## src/rtl/scan_decoder.sv

```systemverilog
// Registered active-low N-to-2^N decoder with direct load and self-timed scan.
// Define SCAN_DECODER_BLANK_EN to insert a one-clock all-ones gap after every scan step.
module scan_decoder #(
   parameter int SEL_W = 4,
   parameter int DWELL = 4
) (
   input  logic                  clk,
   input  logic                  rst_n,
   input  logic                  en,
   input  logic                  mode,
   input  logic                  ld,
   input  logic [SEL_W-1:0]      w,
   output logic [(2**SEL_W)-1:0] y,
   output logic [SEL_W-1:0]      idx,
   output logic                  wrap
);

   localparam int OUT_W = 2**SEL_W;
   localparam int CNT_W = (DWELL > 1) ? $clog2(DWELL) : 1;
   localparam logic [CNT_W-1:0] CNT_LAST = CNT_W'(DWELL - 1);

`ifdef SCAN_DECODER_BLANK_EN
   typedef enum logic [1:0] {ST_OFF, ST_DIRECT, ST_SCAN, ST_BLANK} state_t;
`else
   typedef enum logic [1:0] {ST_OFF, ST_DIRECT, ST_SCAN} state_t;
`endif

   state_t             state_reg, state_next;
   logic [SEL_W-1:0]   idx_reg, idx_next;
   logic [CNT_W-1:0]   cnt_reg, cnt_next;
   logic [OUT_W-1:0]   y_reg, y_next;
   logic [OUT_W-1:0]   dec_next;
   logic               wrap_reg, wrap_next;
   logic               blank_next;

   // One-cold decode of the index being written on this edge.
   generate
      for (genvar gi = 0; gi < OUT_W; gi++) begin : g_dec
         assign dec_next[gi] = (idx_next != SEL_W'(gi));
      end
   endgenerate

   always_comb begin
      state_next = state_reg;
      idx_next   = idx_reg;
      cnt_next   = cnt_reg;
      wrap_next  = 1'b0;
      blank_next = 1'b0;
      if (!en) begin
         state_next = ST_OFF;
         blank_next = 1'b1;
      end else if (!mode) begin
         state_next = ST_DIRECT;
         cnt_next   = '0;
         if (ld)
            idx_next = w;
      end else begin
         state_next = ST_SCAN;
         if (ld) begin
            idx_next = w;
            cnt_next = '0;
         end else if (state_reg == ST_SCAN) begin
            // The edge entering SCAN (from OFF, DIRECT or BLANK) only holds the counter.
            if (cnt_reg == CNT_LAST) begin
               cnt_next  = '0;
               idx_next  = idx_reg + 1'b1;
               wrap_next = (idx_reg == '1);
`ifdef SCAN_DECODER_BLANK_EN
               state_next = ST_BLANK;
               blank_next = 1'b1;
`endif
            end else begin
               cnt_next = cnt_reg + 1'b1;
            end
         end
      end
      y_next = blank_next ? '1 : dec_next;
   end

   always_ff @(posedge clk or negedge rst_n) begin
      if (!rst_n) begin
         state_reg <= ST_OFF;
         idx_reg   <= '0;
         cnt_reg   <= '0;
         y_reg     <= '1;
         wrap_reg  <= 1'b0;
      end else begin
         state_reg <= state_next;
         idx_reg   <= idx_next;
         cnt_reg   <= cnt_next;
         y_reg     <= y_next;
         wrap_reg  <= wrap_next;
      end
   end

   assign y    = y_reg;
   assign idx  = idx_reg;
   assign wrap = wrap_reg;

endmodule

```

## config.mk

```make
export PLATFORM = sky130hd
export DESIGN_NAME = scan_decoder
export DESIGN_NICKNAME = d
export VERILOG_FILES = /design/src/rtl/scan_decoder.sv
export SDC_FILE = /design/constraint.sdc
export NUM_CORES = 1
export LEC_CHECK = 0
export CORE_MARGIN = 2
export CORE_UTILIZATION = 30
export CTS_BUF_LIST = sky130_fd_sc_hd__clkbuf_4 sky130_fd_sc_hd__clkbuf_8
export DETAILED_ROUTE_END_ITERATION = 12
export PLACE_DENSITY_LB_ADDON = 0.12
export REMOVE_ABC_BUFFERS = 1
export SYNTH_ARGS = -nofsm -noshare
export SYNTH_HDL_FRONTEND = slang
export SYNTH_SLANG_ARGS = --single-unit
```

## constraint.sdc

```tcl
create_clock -name clk -period 2.1 [get_ports clk]
set_clock_uncertainty 0.15 [all_clocks]
set_input_delay 0.21 -clock clk [delete_from_list [all_inputs] [get_ports clk]]
set_output_delay 0.21 -clock clk [all_outputs]
set_load 0.03 [all_outputs]
```

==> results by group <==
Clock tree
  • Num CTS Buffers: 3
  • Clk_lat worst skew: ~0.26 ns
  • Post-CTS Setup Bufs: 0
  • CTS clock-pin slew for the worst setup and hold paths: 0.08 ns
  • # clock sinks: 25
  • CTS tree: done
  • Root Buffer: clkbuf_8
  • Max clock buf depth: 2
  • CTS resizes: 0
  • H-tree levels: 1
  • CTS Hold Bufs: 0

Final layout
  • Max FFs per register: 16
  • Nets: ~160
  • Antenna Cells: 0
  • Fillers: 385
  • Share of layout cells above drive strength 1: 0.247
  • Most common cell after layout, fill and taps aside: clkdlybuf4s50_1
  • Fin cells: 200
  • Storage cell area: roughly 650 um^2
  • Most frequent cells in the layout: 29 x clkdlybuf4s50_1, 20 x nand3_1, 16 x dfstp_2
  • Area growth, synth to finish: 33.2%
  • Area of the multi-input gates: 536 um^2
  • Design area: about 1700 um^2

Placed design
  • Place WS: -0.00475 ns
  • Detail Placement HPWL: roughly 2.1 mm
  • Placed cell count: 196
  • Placed cell areas: 1650 um^2
  • Buffers added on ports: 29
  • GP Congestion: 0.820

Power and ir drop
  • Flop pwr share: 0.485
  • Total power: 1110 uW
  • Switching Share: 0.303
  • Combinational Power Share: 0.265
  • Sw power: about 340 uW
  • PwrDens: 653 nW/um^2
  • Clock Power Share: 0.250
  • Worst vdd ir: about 0.00021 V
  • Pint: 770 uW
  • Static Leak: 0.000663 uW

Die
  • Die Ht: between 60 and 70 um
  • Total core area: roughly 4000 um^2
  • Starting Density: 0.315
  • Die W: around 69 um
  • DIE AREA: ~4800 um^2
  • Top-level I/O count: 30
  • Row cnt: 23

Setup path
  • Crit-path cells: ha_1 -> and4b_1 -> a211oi_1 -> a211o_1 -> inv_2 -> nand3_1
  • WS Path Type: reg -> reg
  • Crit path required time: 2.15 ns
  • Critical path endpoint category: register
  • CP max stage delay: 0.41 ns
  • Arr. time, crit path: approximately 2.0 ns
  • CP Launch Type: register
  • Maximum net fanout on the critical path: 9
  • CP bufs+invs: 1
  • Max stage delay cell, worst path: dfrtp_1
  • Top delay family on crit path: compound AO/OA/AOI/OAI gates

Routing
  • Initial DRC count: 65
  • Vias: ~1000
  • WL final: roughly 2.8 mm
  • Drc violations: 0
  • First-pass detailed-route iteration total: 4
  • ANT nets after route: 0
  • Vias per Instance: between 5 and 6
  • Post-detailed-route wirelength per cell: 14.2 um

Synth
  • Yosys top cell area share: 0.331
  • Main synth FF type: dfstp_2
  • Warning count from the yosys run: 0
  • Netlist cell types: 40
  • Ys async rst share: 1.00
  • Synth Cell Area: roughly 1300 um^2
  • Yosys top cell by area: dfstp_2
  • Post-synth EDFFs: 0
  • FF+latch count, synth: 25
  • Cells after Synth: approximately 120
  • Area contributors post-synth: dfstp_2 33%, dfrtp_1 18%, nand3_1 7.9%
  • Syn_area_per_cell: about 11 um^2
  • Sequential-to-total area share from yosys stat: 0.508

GRT
  • First-pass GRT wire length: 4.93 mm
  • GRT Util Overall: 0.128
  • Grt total ovfl: 0
  • Pin count of the biggest net entering global routing: 26
  • Vias in the first global route: 1008
  • Initial antenna violation count: 0

Timing
  • Setup ws final: slightly below 0.2 ns
  • Fmax: 0.525 GHz
  • RSZ-0062 raised after global routing: false
  • Crit share post-route: 0.907
  • Final setup viols: 0
  • Slew margin rel.: 0.715
  • Pins Over Slew Limit: 0
  • Hold slack: between 0.15 and 0.2 ns
  • Hold Vio Cnt, Final: 0
  • Worst slew pin tran: between 0.4 and 0.5 ns
  • Clock period minus worst slack: 1.91 ns

Status
  • Status: finished, final reports clean

Run
  • Max Cap Viol: 0

Worst hold path
  • Tightest Hold Check Type: in -> async
## power groups by stage
stage	combinational (uW)	clock (uW)	sequential (uW)
floorplan	113	0	593
global placement	292	0	543
detailed placement	295	0	544
CTS	296	289	536
global route	320	314	541
finish	293	277	536
## logic make-up after synthesis
| family | count (synthesis) | share of synthesized area |
|---|---|---|
| AO/OA/AOI/OAI | 18 | 0.108 |
| flip-flops | 25 | 0.508 |
| buffers and inverters | 13 | 0.0699 |
| adder cells (fa/ha/maj) | 2 | 0.0197 |
| XOR/XNOR | 2 | 0.0138 |
| AND/OR/NAND/NOR | 50 | 0.231 |
| multiplexers | 6 | 0.0493 |
## stage by stage
step	utilization	TNS (ns)
2_1_floorplan	-	0
3_3_place_gp	0.408	0
3_5_place_dp	0.408	-0.00588
4_1_cts	0.420	0
5_1_grt	0.420	0
6_report	0.420	0
## cell usage after synthesis (all sizes together), types with 3 or more instances
cell and n:
nand3 20, dfstp 16, dfrtp 9, buf 8
inv 4, mux2i 4, nand4 4, nor2b 4
a31o 3, nand2 3, nand2b 3, o31ai 3
## per-layer routing
metal	vias up	part of all wire	GRT usage
met2	45	0.49	0.202
met4	0	0.0056	0.0523
li1	497	-	-
met3	2	0.057	0.0161
met1	490	0.45	0.179
met5	-	0	0
## path summary, 6_finish.rpt
kind                       depth (start not counted)              startpoint                endpoint  slack (ns)
setup / recovery                                   6  cnt_reg[1]$_DFFE_PN0P_          y[7]$_DFF_PN1_        0.19
hold / removal                                     2                   rst_n  cnt_reg[1]$_DFFE_PN0P_        0.16
setup reg to reg                                   6  cnt_reg[1]$_DFFE_PN0P_          y[7]$_DFF_PN1_        0.19
hold reg to reg                                    2  cnt_reg[1]$_DFFE_PN0P_  cnt_reg[1]$_DFFE_PN0P_        0.42
max in group asynchronous                          2                   rst_n         y[12]$_DFF_PN1_        1.36
min in group clk                                   2  cnt_reg[1]$_DFFE_PN0P_  cnt_reg[1]$_DFFE_PN0P_        0.42
## final cells by class
cell class                 count  area share
clock buffer                   3      0.0244
inverter                       5      0.0185
clock inverter                 1     0.00296
timing repair buffer          38       0.219
sequential                    25       0.382
multi-input combinational     78       0.317
tap                           50      0.0370
Power figures use the tool's default switching activity.
